### config.mk
export PLATFORM = sky130hd
export DESIGN_NAME = id_ex_hazard_reg
export DESIGN_NICKNAME = d
export VERILOG_FILES = /design/src/rtl/cpu_pkg.sv /design/src/rtl/load_use_detect.sv /design/src/rtl/id_ex_hazard_reg.sv
export SDC_FILE = /design/constraint.sdc
export NUM_CORES = 1
export LEC_CHECK = 0
export BUFFER_PORTS_ARGS = -buffer_cell sky130_fd_sc_hd__buf_2
export CAP_MARGIN = 20
export CORE_UTILIZATION = 47
export CTS_CLUSTER_SIZE = 8
export DETAILED_ROUTE_END_ITERATION = 7
export GPL_TIMING_DRIVEN = 0
export PLACE_DENSITY_LB_ADDON = 0.3
export SYNTH_ARGS = -nofsm -noshare
export SYNTH_HDL_FRONTEND = slang
export SYNTH_SLANG_ARGS = --single-unit
### constraint.sdc
create_clock -name clk -period 2.6 [get_ports clk]
set_input_delay 0.13 -clock clk [delete_from_list [all_inputs] [get_ports clk]]
set_output_delay 0.13 -clock clk [all_outputs]
set_load 0.1 [all_outputs]
### src/rtl/cpu_pkg.sv
// Shared CPU pipeline definitions: ALU opcode width, the decoded control
// bundle carried down the pipe, the bubble constant and the freeze FSM states.
package cpu_pkg;

    localparam int ALUOP_W = 4;

    typedef logic [ALUOP_W-1:0] aluop_t;

    // Decoded control bits that travel from ID into EX together.
    typedef struct packed {
        logic   regwrite;
        logic   memread;
        logic   memwrite;
        logic   memtoreg;
        logic   alusrc;
        aluop_t aluop;
    } ctrl_t;

    // A bubble carries no side effects: nothing written, nothing read.
    localparam ctrl_t CTRL_NOP = '0;

    // Tracks whether the pipe is currently frozen by a busy data memory.
    typedef enum logic {
        ST_RUN    = 1'b0,
        ST_FROZEN = 1'b1
    } freeze_state_t;

endpackage

### src/rtl/load_use_detect.sv
// Combinational load-use compare: a load sitting in EX whose destination is
// read by the instruction currently in decode. Kept standalone so a later
// branch-in-ID hazard unit can reuse the same compare.
module load_use_detect (
    input  logic       i_ex_valid,
    input  logic       i_ex_memread,
    input  logic [4:0] i_ex_rd,
    input  logic       i_id_valid,
    input  logic [4:0] i_id_rs,
    input  logic [4:0] i_id_rt,
    input  logic       i_id_uses_rt,
    output logic       o_lu
);

    logic w_ex_is_load;
    logic w_rs_match;
    logic w_rt_match;

    // r0 is hardwired to zero, so a load targeting it never creates a dependency.
    always_comb begin
        w_ex_is_load = i_ex_valid && i_ex_memread && (i_ex_rd != 5'd0);
        w_rs_match   = (i_ex_rd == i_id_rs);
        w_rt_match   = i_id_uses_rt && (i_ex_rd == i_id_rt);
        o_lu         = w_ex_is_load && i_id_valid && (w_rs_match || w_rt_match);
    end

endmodule

### src/rtl/id_ex_hazard_reg.sv
// ID/EX pipeline register with load-use bubble insertion, memory-busy freeze,
// flush handling and saturating bubble/stall performance counters.
module id_ex_hazard_reg #(
    parameter int ALUOP_W = cpu_pkg::ALUOP_W,
    parameter int DATA_W  = 32,
    parameter int CNT_W   = 16
) (
    input  logic               clk,
    input  logic               rst_n,
    input  logic               id_valid,
    input  logic [4:0]         id_rs,
    input  logic [4:0]         id_rt,
    input  logic [4:0]         id_rd,
    input  logic               id_uses_rt,
    input  logic               id_regwrite,
    input  logic               id_memread,
    input  logic               id_memwrite,
    input  logic               id_memtoreg,
    input  logic               id_alusrc,
    input  logic [ALUOP_W-1:0] id_aluop,
    input  logic [DATA_W-1:0]  id_rdata1,
    input  logic [DATA_W-1:0]  id_rdata2,
    input  logic [DATA_W-1:0]  id_imm,
    input  logic               flush,
    input  logic               mem_busy,
    output logic               ex_valid,
    output logic [4:0]         ex_rs,
    output logic [4:0]         ex_rt,
    output logic [4:0]         ex_rd,
    output logic               ex_regwrite,
    output logic               ex_memread,
    output logic               ex_memwrite,
    output logic               ex_memtoreg,
    output logic               ex_alusrc,
    output logic [ALUOP_W-1:0] ex_aluop,
    output logic [DATA_W-1:0]  ex_rdata1,
    output logic [DATA_W-1:0]  ex_rdata2,
    output logic [DATA_W-1:0]  ex_imm,
    output logic               stall,
    output logic [CNT_W-1:0]   bubble_cnt,
    output logic [CNT_W-1:0]   stall_cnt
);

    import cpu_pkg::*;

    // EX-stage state
    logic                r_valid;
    logic [4:0]          r_rs;
    logic [4:0]          r_rt;
    logic [4:0]          r_rd;
    ctrl_t               r_ctrl;
    logic [DATA_W-1:0]   r_rdata1;
    logic [DATA_W-1:0]   r_rdata2;
    logic [DATA_W-1:0]   r_imm;

    // Performance counters and freeze tracking
    logic [CNT_W-1:0]    r_bubble_cnt;
    logic [CNT_W-1:0]    r_stall_cnt;
    freeze_state_t       r_state;

    logic                w_lu;
    logic                w_load_bubble;
    logic                w_stall;
    ctrl_t               w_id_ctrl;

    load_use_detect u_load_use_detect (
        .i_ex_valid   (r_valid),
        .i_ex_memread (r_ctrl.memread),
        .i_ex_rd      (r_rd),
        .i_id_valid   (id_valid),
        .i_id_rs      (id_rs),
        .i_id_rt      (id_rt),
        .i_id_uses_rt (id_uses_rt),
        .o_lu         (w_lu)
    );

    // Stall and bubble decisions; a flush kills the stalled instruction so it
    // overrides the load-use stall, and a busy memory overrides everything.
    always_comb begin
        w_load_bubble = !mem_busy && (flush || w_lu);
        w_stall       = rst_n && (mem_busy || (w_lu && !flush));
    end

    // Gather decode control into one bundle; an invalid decode looks like a bubble.
    always_comb begin
        w_id_ctrl = CTRL_NOP;
        if (id_valid) begin
            w_id_ctrl.regwrite = id_regwrite;
            w_id_ctrl.memread  = id_memread;
            w_id_ctrl.memwrite = id_memwrite;
            w_id_ctrl.memtoreg = id_memtoreg;
            w_id_ctrl.alusrc   = id_alusrc;
            w_id_ctrl.aluop    = aluop_t'(id_aluop);
        end
    end

    // Pipeline register: reset, hold on busy memory, bubble, or load decode.
    always_ff @(posedge clk) begin
        if (!rst_n) begin
            r_valid  <= 1'b0;
            r_rs     <= 5'd0;
            r_rt     <= 5'd0;
            r_rd     <= 5'd0;
            r_ctrl   <= CTRL_NOP;
            r_rdata1 <= '0;
            r_rdata2 <= '0;
            r_imm    <= '0;
        end else if (mem_busy) begin
            r_valid  <= r_valid;
        end else if (w_load_bubble) begin
            r_valid  <= 1'b0;
            r_rs     <= 5'd0;
            r_rt     <= 5'd0;
            r_rd     <= 5'd0;
            r_ctrl   <= CTRL_NOP;
            r_rdata1 <= '0;
            r_rdata2 <= '0;
            r_imm    <= '0;
        end else begin
            r_valid  <= id_valid;
            r_rs     <= id_rs;
            r_rt     <= id_rt;
            r_rd     <= id_rd;
            r_ctrl   <= w_id_ctrl;
            r_rdata1 <= id_rdata1;
            r_rdata2 <= id_rdata2;
            r_imm    <= id_imm;
        end
    end

    // Saturating counters: bubbles inserted and cycles spent stalled.
    always_ff @(posedge clk) begin
        if (!rst_n) begin
            r_bubble_cnt <= '0;
            r_stall_cnt  <= '0;
        end else begin
            if (w_load_bubble && (r_bubble_cnt != '1)) begin
                r_bubble_cnt <= r_bubble_cnt + CNT_W'(1);
            end
            if (w_stall && (r_stall_cnt != '1)) begin
                r_stall_cnt <= r_stall_cnt + CNT_W'(1);
            end
        end
    end

    // Freeze tracker: FROZEN while memory is busy, back to RUN when it frees up.
    always_ff @(posedge clk) begin
        if (!rst_n) begin
            r_state <= ST_RUN;
        end else begin
            case (r_state)
                ST_RUN:    if (mem_busy)  r_state <= ST_FROZEN;
                ST_FROZEN: if (!mem_busy) r_state <= ST_RUN;
                default:   r_state <= ST_RUN;
            endcase
        end
    end

    assign ex_valid    = r_valid;
    assign ex_rs       = r_rs;
    assign ex_rt       = r_rt;
    assign ex_rd       = r_rd;
    assign ex_regwrite = r_ctrl.regwrite;
    assign ex_memread  = r_ctrl.memread;
    assign ex_memwrite = r_ctrl.memwrite;
    assign ex_memtoreg = r_ctrl.memtoreg;
    assign ex_alusrc   = r_ctrl.alusrc;
    assign ex_aluop    = ALUOP_W'(r_ctrl.aluop);
    assign ex_rdata1   = r_rdata1;
    assign ex_rdata2   = r_rdata2;
    assign ex_imm      = r_imm;
    assign stall       = w_stall;
    assign bubble_cnt  = r_bubble_cnt;
    assign stall_cnt   = r_stall_cnt;

endmodule

======== After elaboration in Yosys (flattened, before gate mapping) ========
Cells that the tools add are included.
word-level totals
  bits in registers ....................... 153
  input port bits ......................... 126
  output and inout bits ................... 154
cells by class
  $add $sub $neg .......................... 2
  equality and inequality tests ........... 4
  muxes and demuxes ....................... 9
  reductions and logical operators ........ 16
operator list
  kind                                            count
  two-way mux 32 bit                              3
  adder 16 x 1 -> 16 bit (second input constant)  2
  != test 16 bit (second input constant)          2
  two-way mux 9 bit                               2
  two-way mux 5 bit                               3
  == test 5 bit                                   2
  logical AND 1 bit                               10
  nonzero test 5 bit                              1
  logical OR 1 bit                                3
  zero test 1 bit                                 2
  two-way mux 1 bit                               1

======== Depth between registers and ports, before layout ========
Gate-level depths: netlist of the first run.
  word-level depth ........................ 8
  gate-level depth with buffers ........... 9

======== Modules after synthesis ========
From an unflattened synthesis of the first run, not the netlist that was laid out.
second synthesis, totals
  cells, all modules ...................... 611
  area, all modules ....................... 6017.0 um^2
by module, submodules not included
  module            instances  cells each  area each (um^2)  sequential area each (um^2)
  id_ex_hazard_reg  1          594         5886.9            3062.9
  load_use_detect   1          17          130.1             0.0

======== Worst setup path before layout of the first run ========
No wires, ideal clock.
  kind .................................... register to output
  start point ............................. reg r_rd[4], in the netlist ex_rd[4]
  end point ............................... out stall
  arrival ................................. 2.613 ns
  path slack .............................. -0.143 ns
  stages on the path, launching flop included .. 6
  buffers on the path ..................... 0
  path through ............................ dfxtp_1 xnor2_1 nand3_1 o22ai_2 a31o_2 and2_1
between the ends
  word-level cells in the longest chain between the ends .. 7
ends and longest elaborated chain
  what                                                   RTL line                                      RTL
  start: declaration                                     id_ex_hazard_reg.sv:50                        logic [4:0] r_rd;
  start signal: assignment                               id_ex_hazard_reg.sv:123                       r_rd <= id_rd;
  == test 5 bit or nonzero test 5 bit (tied branches)    load_use_detect.sv:23, load_use_detect.sv:21
  logical AND 1 bit (on tied branches)                   load_use_detect.sv:23, load_use_detect.sv:21
  logical OR 1 bit or logical AND 1 bit (tied branches)  load_use_detect.sv:24                         o_lu = w_ex_is_load && i_id_valid && (w_rs_match || w_rt_match);
  logical AND 1 bit (*)                                  load_use_detect.sv:24
  logical AND 1 bit (*)                                  id_ex_hazard_reg.sv:81                        w_stall = rst_n && (mem_busy || (w_lu && !flush));
  logical OR 1 bit (*)                                   id_ex_hazard_reg.sv:81
  logical AND 1 bit (*)                                  id_ex_hazard_reg.sv:81
  end: declaration                                       id_ex_hazard_reg.sv:39                        output logic stall,
Mark *: on every way between the ends. The rest lies on a longest branch, timed or not.

======== Worst setup path after layout of the first run ========
  start point ............................. reg r_rd[0], in the netlist ex_rd[0]
  end point ............................... out stall
Same word-level chain as after synthesis.

==> results of run 1 <==
-- per-layer routing --
layer  track usage (%)  wire [um]
met5                 0          0
met4             13.68        573
met3             8.107       1344
met2             55.36      10800
met1             32.10       7774
-- cells by family (layout without fill, tap and decap cells) --
logic type	Yosys count	count (layout)	synth area share [%]
multiplexers	116	116	19.03
AO/OA/AOI/OAI	67	67	7.628
adder cells (fa/ha/maj)	2	2	0.4100
flip-flops	153	153	50.19
other	0	2	0
XOR/XNOR	12	12	1.722
AND/OR/NAND/NOR	204	204	16.73
buffers and inverters	43	475	4.285
-- metrics by stage --
step           utilization (%)  hold WS, ps
2_1_floorplan                -        262.6
3_3_place_gp             61.34        345.7
3_5_place_dp             61.34        354.7
4_1_cts                  75.64        11.06
5_1_grt                  75.68        32.06
6_report                 75.70        33.01
-- worst max-delay path, delay by kind of cell (launching register included) --
kind / cells / cell delay [ps]
buffers and inverters: 2 / 320
and+or+nand+nor: 2 / 730
DFF: 1 / 350
AOI/OAI and AO/OA: 2 / 570
-- cells in the final DEF, fill, tap and decap left out, types with 7 or more instances in the layout --
cell,n
sky130_fd_sc_hd__nand2_1,15
sky130_fd_sc_hd__dfxtp_2,22
sky130_fd_sc_hd__o21ai_0,7
sky130_fd_sc_hd__nor2_4,10
sky130_fd_sc_hd__mux2i_1,116
sky130_fd_sc_hd__dlygate4sd3_1,121
sky130_fd_sc_hd__nor2_1,109
sky130_fd_sc_hd__clkbuf_16,17
sky130_fd_sc_hd__buf_2,280
sky130_fd_sc_hd__or3_1,15
sky130_fd_sc_hd__nand4_1,7
sky130_fd_sc_hd__o21ai_1,8
sky130_fd_sc_hd__a21oi_1,21
sky130_fd_sc_hd__xnor2_1,10
sky130_fd_sc_hd__a22o_1,9
sky130_fd_sc_hd__dfxtp_1,131
sky130_fd_sc_hd__buf_6,11
sky130_fd_sc_hd__clkbuf_1,21
sky130_fd_sc_hd__nand3_1,16
-- area by class of cell --
| type | count | share of cell area [%] |
|---|---|---|
| flip-flops and latches | 153 | 32.35 |
| multi-input cells | 401 | 29.10 |
| repair buffers | 400 | 27.32 |
| clock buffers | 21 | 4.925 |
| plain buffers | 35 | 2.423 |
| well taps | 172 | 2.253 |
| clock inverters | 11 | 1.257 |
| inverters | 8 | 0.3143 |
| diodes | 2 | 0.05239 |
-- sequential cells by signal, indices dropped and copies added (netlist names) --
register and count:
ex_rdata1 32, ex_valid 1, ex_rdata2 32, ex_memtoreg 1, ex_rs 5, stall_cnt 16, ex_memread 1, ex_aluop 4
ex_regwrite 1, ex_rt 5, ex_alusrc 1, bubble_cnt 16, ex_rd 5, ex_imm 32, ex_memwrite 1
-- cell usage after synthesis (2+ instances only) --
cell                       count  area (um2)
sky130_fd_sc_hd__o21ai_0       7       35.03
sky130_fd_sc_hd__ha_1          2       25.02
sky130_fd_sc_hd__inv_1         6       22.52
sky130_fd_sc_hd__mux2i_1     116        1161
sky130_fd_sc_hd__a22o_1        9       78.83
sky130_fd_sc_hd__nor3_1        2       10.01
sky130_fd_sc_hd__nand2_1      15       56.30
sky130_fd_sc_hd__a31oi_1       2       12.51
sky130_fd_sc_hd__and3_1        3       18.77
sky130_fd_sc_hd__nand4_1       7       43.79
sky130_fd_sc_hd__xor2_1        2       17.52
sky130_fd_sc_hd__inv_2         2       7.510
sky130_fd_sc_hd__nand2b_1      3       18.77
sky130_fd_sc_hd__xnor2_1      10       87.58
sky130_fd_sc_hd__o21a_1        2       15.01
sky130_fd_sc_hd__or3_1        15       93.84
sky130_fd_sc_hd__buf_2         2       10.01
sky130_fd_sc_hd__nor2_4       10       112.6
sky130_fd_sc_hd__nor4_1        4       25.02
sky130_fd_sc_hd__o31ai_1       5       37.54
sky130_fd_sc_hd__o21ai_1       8       40.04
sky130_fd_sc_hd__or4_1         6       45.04
sky130_fd_sc_hd__dfxtp_1     153        3063
sky130_fd_sc_hd__and4_1        3       26.28
sky130_fd_sc_hd__nor2_1      110       412.9
sky130_fd_sc_hd__nor3b_1       2       15.01
sky130_fd_sc_hd__o31a_1        2       17.52
sky130_fd_sc_hd__clkbuf_1     20       75.07
sky130_fd_sc_hd__and2_1        3       18.77
sky130_fd_sc_hd__buf_6        11       123.9
sky130_fd_sc_hd__nand3_1      16       80.08
sky130_fd_sc_hd__a21oi_1      21       105.1
-- worst paths after layout --
kind / end / slack [ps] / cells after the start
max: stall / 90 / 6
min: bubble_cnt[15]$_SDFFE_PN0P_ / 30 / 3
max reg2reg: stall_cnt[1]$_SDFFE_PN0P_ / 330 / 8
min reg2reg: ex_aluop[0]$_SDFFE_PN0N_ / 470 / 1
-- power by group through the flow --
stage,logic [uW],clock network [uW],registers (uW)
2_1_floorplan,304,0,3230
3_3_place_gp,1240,0,2540
3_5_place_dp,1250,0,2550
4_1_cts,1400,2480,2500
5_1_grt,1490,2590,2510
6_report,1430,2460,2500
-- what timing repair did --
item / 4_1_cts / 5_1_grt
hold buffers: 121 / 0
cloned: 0 / 0
endpoints found under the setup margin: 1 / 1
hold endpoints to repair: 121 / 0
buffers inserted: 0 / 0
gates resized for setup: 1 / 1
==> impl_metrics.prom, run 1 <==
# TYPE chip_impl_metric gauge
chip_impl_metric{name="final-setup-viol-count",unit=""} 0
chip_impl_info{name="critPathCaptureType",value="output port"} 1
chip_impl_metric{name="initial_core_utilization",unit="%"} 48.35
chip_impl_metric{name="design_power_total",unit="uW"} 6395
chip_impl_metric{name="power.clock.fraction",unit="%"} 38.5
chip_impl_metric{name="skew_pair_late_insertion_delay",unit="ps"} 420
chip_impl_metric{name="share_comb_of_total_power",unit="%"} 22.4
chip_impl_metric{name="grt_max_degree",unit=""} 17
chip_impl_info{name="holdCritPathClass",value="in -> reg"} 1
chip_impl_metric{name="yosysSeqAreaShare",unit="%"} 50.19
chip_impl_metric{name="final_hold_vio_count",unit=""} 0
chip_impl_metric{name="syn-cell-area",unit="um2"} 6102
chip_impl_metric{name="switchingPower",unit="uW"} 2061
chip_impl_metric{name="placed_cells",unit=""} 1048
chip_impl_metric{name="final_max_slew_viol_count",unit=""} 0
chip_impl_metric{name="synthesis.yosys.warnings",unit=""} 0
chip_impl_metric{name="chipHeight",unit="um"} 115.9
chip_impl_metric{name="placementRows",unit=""} 41
chip_impl_metric{name="timing.critical_path.arrival",unit="ps"} 2380
chip_impl_metric{name="chipWidth",unit="um"} 115.9
chip_impl_metric{name="fin_tns_setup",unit="ps"} 0
chip_impl_metric{name="dpl.hpwl",unit="um"} 12170
chip_impl_metric{name="finalNetCount",unit=""} 1144
chip_impl_metric{name="first_pass_iters",unit=""} 5
chip_impl_metric{name="post_dp_cell_area",unit="um2"} 7741
chip_impl_info{name="crit_path_cell_trace",value="or4_1 > o2111ai_2 > inv_2 > a31o_2 > and2_1 > buf_4"} 1
chip_impl_metric{name="leakage",unit="uW"} 0.004602
chip_impl_info{name="cts_root_buffer",value="sky130_fd_sc_hd__clkbuf_16"} 1
chip_impl_info{name="timing.critical_path.from",value="ex_rd[0]$_SDFFE_PN0N_"} 1
chip_impl_metric{name="clockBufferDepth",unit=""} 2
chip_impl_metric{name="postLayoutCellArea",unit="um2"} 9553
chip_impl_metric{name="antenna_violations_before_repair",unit=""} 1
chip_impl_metric{name="final_layout_size_suffix_gt1_share",unit="%"} 35.96
chip_impl_metric{name="drc_errors",unit=""} 0
chip_impl_metric{name="power.share.sequential",unit="%"} 39.2
chip_impl_metric{name="max_slew_margin",unit="%"} 35.24
chip_impl_info{name="synth_ff_type",value="sky130_fd_sc_hd__dfxtp_1"} 1
chip_impl_metric{name="internal-power",unit="uW"} 4335
chip_impl_metric{name="postSynthAreaPerCell",unit="um2"} 10.22
chip_impl_info{name="worstSetupStartpointType",value="register"} 1
chip_impl_metric{name="cpPeakStageDelay",unit="ps"} 560
chip_impl_metric{name="overflow",unit=""} 0
chip_impl_metric{name="cts_htree_levels",unit=""} 4
chip_impl_metric{name="i_o_pin_count",unit=""} 280
chip_impl_metric{name="worstPathRequired",unit="ps"} 2470
chip_impl_metric{name="layout_worst_path_cycle_share",unit="%"} 96.37
chip_impl_metric{name="synth.ff_latch_count",unit=""} 153
chip_impl_metric{name="core",unit="um2"} 12620
chip_impl_info{name="run_status",value="complete, no violations"} 1
chip_impl_metric{name="cts.clk_slew.worst_paths",unit="ps"} 60
chip_impl_metric{name="fin_crit",unit="ps"} 2506
chip_impl_metric{name="max_fanout_on_critical_path",unit=""} 5
chip_impl_metric{name="clock_buffer_count_from_cts",unit=""} 17
chip_impl_metric{name="vias",unit=""} 6164
chip_impl_metric{name="register_area",unit="um2"} 3090
chip_impl_metric{name="grt_pass1_wl",unit="um"} 30790
chip_impl_metric{name="fin_ws",unit="ps"} 94.31
chip_impl_metric{name="i_o_buffers",unit=""} 279
chip_impl_info{name="cts_tree",value="yes"} 1
chip_impl_metric{name="maxCapViolCount",unit=""} 0
chip_impl_metric{name="synth.net_count",unit=""} 725
chip_impl_metric{name="synth.lib_cells_used.distinct",unit=""} 50
chip_impl_metric{name="layout.cells.non_filler",unit=""} 1203
chip_impl_metric{name="p_per_cell_area",unit="nW/um2"} 669.5
chip_impl_metric{name="power.switching_fraction",unit="%"} 32.22
chip_impl_metric{name="preCtsSetupSlack",unit="ps"} 203.9
chip_impl_metric{name="multi_input_comb_area",unit="um2"} 2780
chip_impl_metric{name="drt_iter0_drcs",unit=""} 415
chip_impl_info{name="criticalPathCategory",value="reg -> out"} 1
chip_impl_metric{name="area_delta_synth_final",unit="%"} 56.55
chip_impl_metric{name="synth_enable_flop_cells",unit=""} 0
chip_impl_info{name="min_from",value="rst_n"} 1
chip_impl_metric{name="synth-async-reset-ratio",unit="%"} 0
chip_impl_metric{name="die_area",unit="um2"} 13440
chip_impl_metric{name="finalWirelength",unit="um"} 20500
chip_impl_metric{name="finalClockSkew",unit="ps"} 12.27
chip_impl_metric{name="num-fill-cells",unit=""} 801
chip_impl_metric{name="grt_pass1_vias",unit=""} 6119
chip_impl_info{name="cp_slowest_cell",value="sky130_fd_sc_hd__or4_1"} 1
chip_impl_metric{name="tightest_slew",unit="ps"} 971.4
chip_impl_metric{name="vias_per_cell",unit=""} 5.124
chip_impl_metric{name="ant_nets",unit=""} 0
chip_impl_info{name="r2r-start",value="ex_rd[0]$_SDFFE_PN0N_"} 1
chip_impl_metric{name="globalplace.congestion",unit=""} 0.8046
chip_impl_metric{name="synthCells",unit=""} 597
chip_impl_metric{name="cts_num_sinks",unit=""} 153
chip_impl_metric{name="grt_usage",unit="%"} 30.14
chip_impl_info{name="grt_setup_unrepaired",value="no"} 1
chip_impl_metric{name="fmax",unit="MHz"} 399.1
chip_impl_metric{name="vdd.ir_drop.worst",unit="mV"} 0.4990
chip_impl_metric{name="avgRoutedWirePerCell",unit="um"} 17.04
Note: power is estimated with default switching activity, not from simulation.
==> inputs of run 2 (changes only) <==
==> constraint.sdc (replaced) <==
create_clock -name clk -period 2.6 [get_ports clk]
set_input_delay 0.52 -clock clk [delete_from_list [all_inputs] [get_ports clk]]
set_output_delay 0.52 -clock clk [all_outputs]
set_load 0.1 [all_outputs]
==> impl_metrics.prom, run 2 (synthesis gave the netlist of run 1 again) <==
# TYPE chip_impl_metric gauge
chip_impl_metric{name="path_depth",unit=""} 6
chip_impl_info{name="holdCritPathClass",value="in -> reg"} 1
chip_impl_info{name="cts_root_buffer",value="sky130_fd_sc_hd__clkbuf_16"} 1
chip_impl_info{name="run_status",value="finished, violations left"} 1
chip_impl_metric{name="die_area",unit="um2"} 13440
chip_impl_metric{name="dpl.hpwl",unit="um"} 12240
chip_impl_metric{name="grt_pass1_vias",unit=""} 5239
chip_impl_metric{name="drt_iter0_drcs",unit=""} 341
chip_impl_metric{name="clockBufferDepth",unit=""} 2
chip_impl_metric{name="final_layout_size_suffix_gt1_share",unit="%"} 41.42
chip_impl_metric{name="antenna_violations_before_repair",unit=""} 0
chip_impl_metric{name="grt_pass1_wl",unit="um"} 25300
chip_impl_metric{name="design_power_total",unit="uW"} 6418
chip_impl_metric{name="i_o_pin_count",unit=""} 280
chip_impl_metric{name="final-setup-viol-count",unit=""} 1
chip_impl_metric{name="finalNetCount",unit=""} 1030
chip_impl_metric{name="chipWidth",unit="um"} 115.9
chip_impl_info{name="cp_top_family",value="simple AND/OR/NAND/NOR gates"} 1
chip_impl_metric{name="critical_path.n_buffers_inverters",unit=""} 2
chip_impl_metric{name="max_fanout_on_critical_path",unit=""} 2
chip_impl_metric{name="finalClockSkew",unit="ps"} 6.135
chip_impl_metric{name="fin_ws",unit="ps"} -46.44
chip_impl_metric{name="worstPathRequired",unit="ps"} 2080
chip_impl_metric{name="first_pass_iters",unit=""} 4
chip_impl_info{name="r2r-start",value="stall_cnt[5]$_SDFFE_PN0P_"} 1
chip_impl_info{name="timing.critical_path.from",value="ex_rd[3]$_SDFFE_PN0N_"} 1
chip_impl_metric{name="final_max_slew_viol_count",unit=""} 0
chip_impl_metric{name="tightest_slew",unit="ps"} 908.7
chip_impl_metric{name="vdd.ir_drop.worst",unit="mV"} 0.4583
chip_impl_metric{name="drc_errors",unit=""} 0
chip_impl_info{name="critical_path_sink",value="stall"} 1
chip_impl_metric{name="ff2ff_setup_slack",unit="ps"} 210
chip_impl_metric{name="grt_max_degree",unit=""} 17
chip_impl_metric{name="cts_num_sinks",unit=""} 153
chip_impl_metric{name="layout_worst_path_cycle_share",unit="%"} 101.8
chip_impl_info{name="worstSetupStartpointType",value="register"} 1
chip_impl_metric{name="vias_per_cell",unit=""} 5.039
chip_impl_metric{name="path_depth_of_the_worst_reg2reg_path",unit=""} 9
chip_impl_metric{name="final_hold_vio_count",unit=""} 0
chip_impl_info{name="critPathCaptureType",value="output port"} 1
chip_impl_metric{name="timing.critical_path.arrival",unit="ps"} 2130
chip_impl_metric{name="antenna-diode-count",unit=""} 0
chip_impl_metric{name="fmax",unit="MHz"} 377.9
chip_impl_metric{name="placementRows",unit=""} 41
chip_impl_info{name="crit-reg2reg-capture",value="stall_cnt[1]$_SDFFE_PN0P_"} 1
chip_impl_info{name="cp_slowest_cell",value="sky130_fd_sc_hd__or4_4"} 1
chip_impl_info{name="mostFrequentLayoutCells",value="sky130_fd_sc_hd__buf_2, sky130_fd_sc_hd__dfxtp_1, sky130_fd_sc_hd__mux2i_1"} 1
chip_impl_metric{name="cts-hold-fix-buffers",unit=""} 0
chip_impl_metric{name="overflow",unit=""} 0
chip_impl_metric{name="i_o_buffers",unit=""} 279
chip_impl_metric{name="final_util",unit="%"} 67.27
chip_impl_metric{name="clock_buffer_count_from_cts",unit=""} 17
chip_impl_metric{name="area_delta_synth_final",unit="%"} 39.12
chip_impl_metric{name="hold_ws",unit="ps"} 313.0
chip_impl_metric{name="postLayoutCellArea",unit="um2"} 8489
chip_impl_metric{name="skew_pair_late_insertion_delay",unit="ps"} 420
chip_impl_metric{name="fin_crit",unit="ps"} 2646
chip_impl_metric{name="cts.clk_slew.worst_paths",unit="ps"} 60
chip_impl_info{name="criticalPathCategory",value="reg -> out"} 1
chip_impl_metric{name="layout.cells.non_filler",unit=""} 1087
chip_impl_metric{name="finalWirelength",unit="um"} 16660
chip_impl_metric{name="grt_usage",unit="%"} 24.58
chip_impl_info{name="crit_path_cell_trace",value="or4_4 > o2111ai_4 > inv_2 > a31o_4 > and2_4 > buf_12"} 1
chip_impl_metric{name="cpPeakStageDelay",unit="ps"} 550
chip_impl_info{name="layout.cells.most_common",value="sky130_fd_sc_hd__buf_2"} 1
chip_impl_metric{name="chipHeight",unit="um"} 115.9
chip_impl_info{name="grt_setup_unrepaired",value="yes"} 1
chip_impl_metric{name="cts_htree_levels",unit=""} 4
chip_impl_metric{name="leakage",unit="uW"} 0.004172
chip_impl_metric{name="post_dp_cell_area",unit="um2"} 7745
chip_impl_metric{name="core",unit="um2"} 12620
chip_impl_metric{name="initial_core_utilization",unit="%"} 48.35
chip_impl_info{name="failed_checks",value="negative setup slack"} 1
chip_impl_metric{name="p_per_cell_area",unit="nW/um2"} 756.0
chip_impl_metric{name="globalplace.congestion",unit=""} 0.8279
chip_impl_metric{name="maxCapViolCount",unit=""} 0
chip_impl_metric{name="max_slew_margin",unit="%"} 39.20
chip_impl_metric{name="ant_nets",unit=""} 0
chip_impl_metric{name="vias",unit=""} 5477
chip_impl_metric{name="avgRoutedWirePerCell",unit="um"} 15.33
chip_impl_info{name="cts_tree",value="yes"} 1
chip_impl_metric{name="placed_cells",unit=""} 1048
-- run 2: cell types whose count changed in the layout (fill, tap and decap cells not counted), sizes merged --
cell	previous run	this run
clkinvlp	3	0
buf	294	301
diode	2	0
dlygate4sd3	121	0
clkbuf	41	42
bufinv	2	4
-- run 2: through the flow --
stage	setup WS, ps	setup TNS (ps)
final	-46.44	-46.44
after global routing	-78.56	-78.56
after CTS	-83.84	-83.84
after detailed placement	-242.6	-6389
after global placement	-250.4	-6857
after floorplan	15.62	0
-- run 2: timing repair --
action / in CTS / in global routing
setup endpoints to repair: 1 / 1
pin swaps: 3 / 2
resized for setup: 10 / 1
setup buffers: 6 / 1
-- run 2: routing by layer --
metal	global-route usage (%)	wire length (um)	vias to the layer above
li1	-	-	2698
met2	42.98	8349	214
met4	10.43	329	0
met5	0	0	-
met1	27.69	6726	2544
met3	7.479	1258	21
-- run 2: cell type report --
class	instances	area, um2
Buffer	35	231.5
Clock buffer	22	474.2
Clock inverter	10	165.2
Fill cell	1047	4130
Inverter	8	30.03
Multi-Input combinational cell	401	2811
Sequential cell	153	3098
Tap cell	172	215.2
Timing Repair Buffer	286	1464
-- run 2: worst min-delay path by stage --
stage | startpoint | to | slack [ps] | cells after the start
6_report | id_aluop[2] | ex_aluop[2]$_SDFFE_PN0N_ | 310 | 2
5_1_grt | id_aluop[1] | ex_aluop[1]$_SDFFE_PN0N_ | 310 | 2
4_1_cts | id_alusrc | ex_alusrc$_SDFFE_PN0N_ | 300 | 2
3_5_place_dp | ex_regwrite$_SDFFE_PN0N_ | ex_regwrite$_SDFFE_PN0N_ | 450 | 1
3_3_place_gp | ex_regwrite$_SDFFE_PN0N_ | ex_regwrite$_SDFFE_PN0N_ | 450 | 1
2_1_floorplan | id_memread | ex_memread$_SDFFE_PN0N_ | 650 | 1
-- run 2: report_power, final --
group / total (uW) / switching, uW / internal (uW)
logic: 1270 / 974 / 295
registers: 2500 / 55.2 / 2440
clock network: 2650 / 964 / 1690
total: 6420 / 1990 / 4420
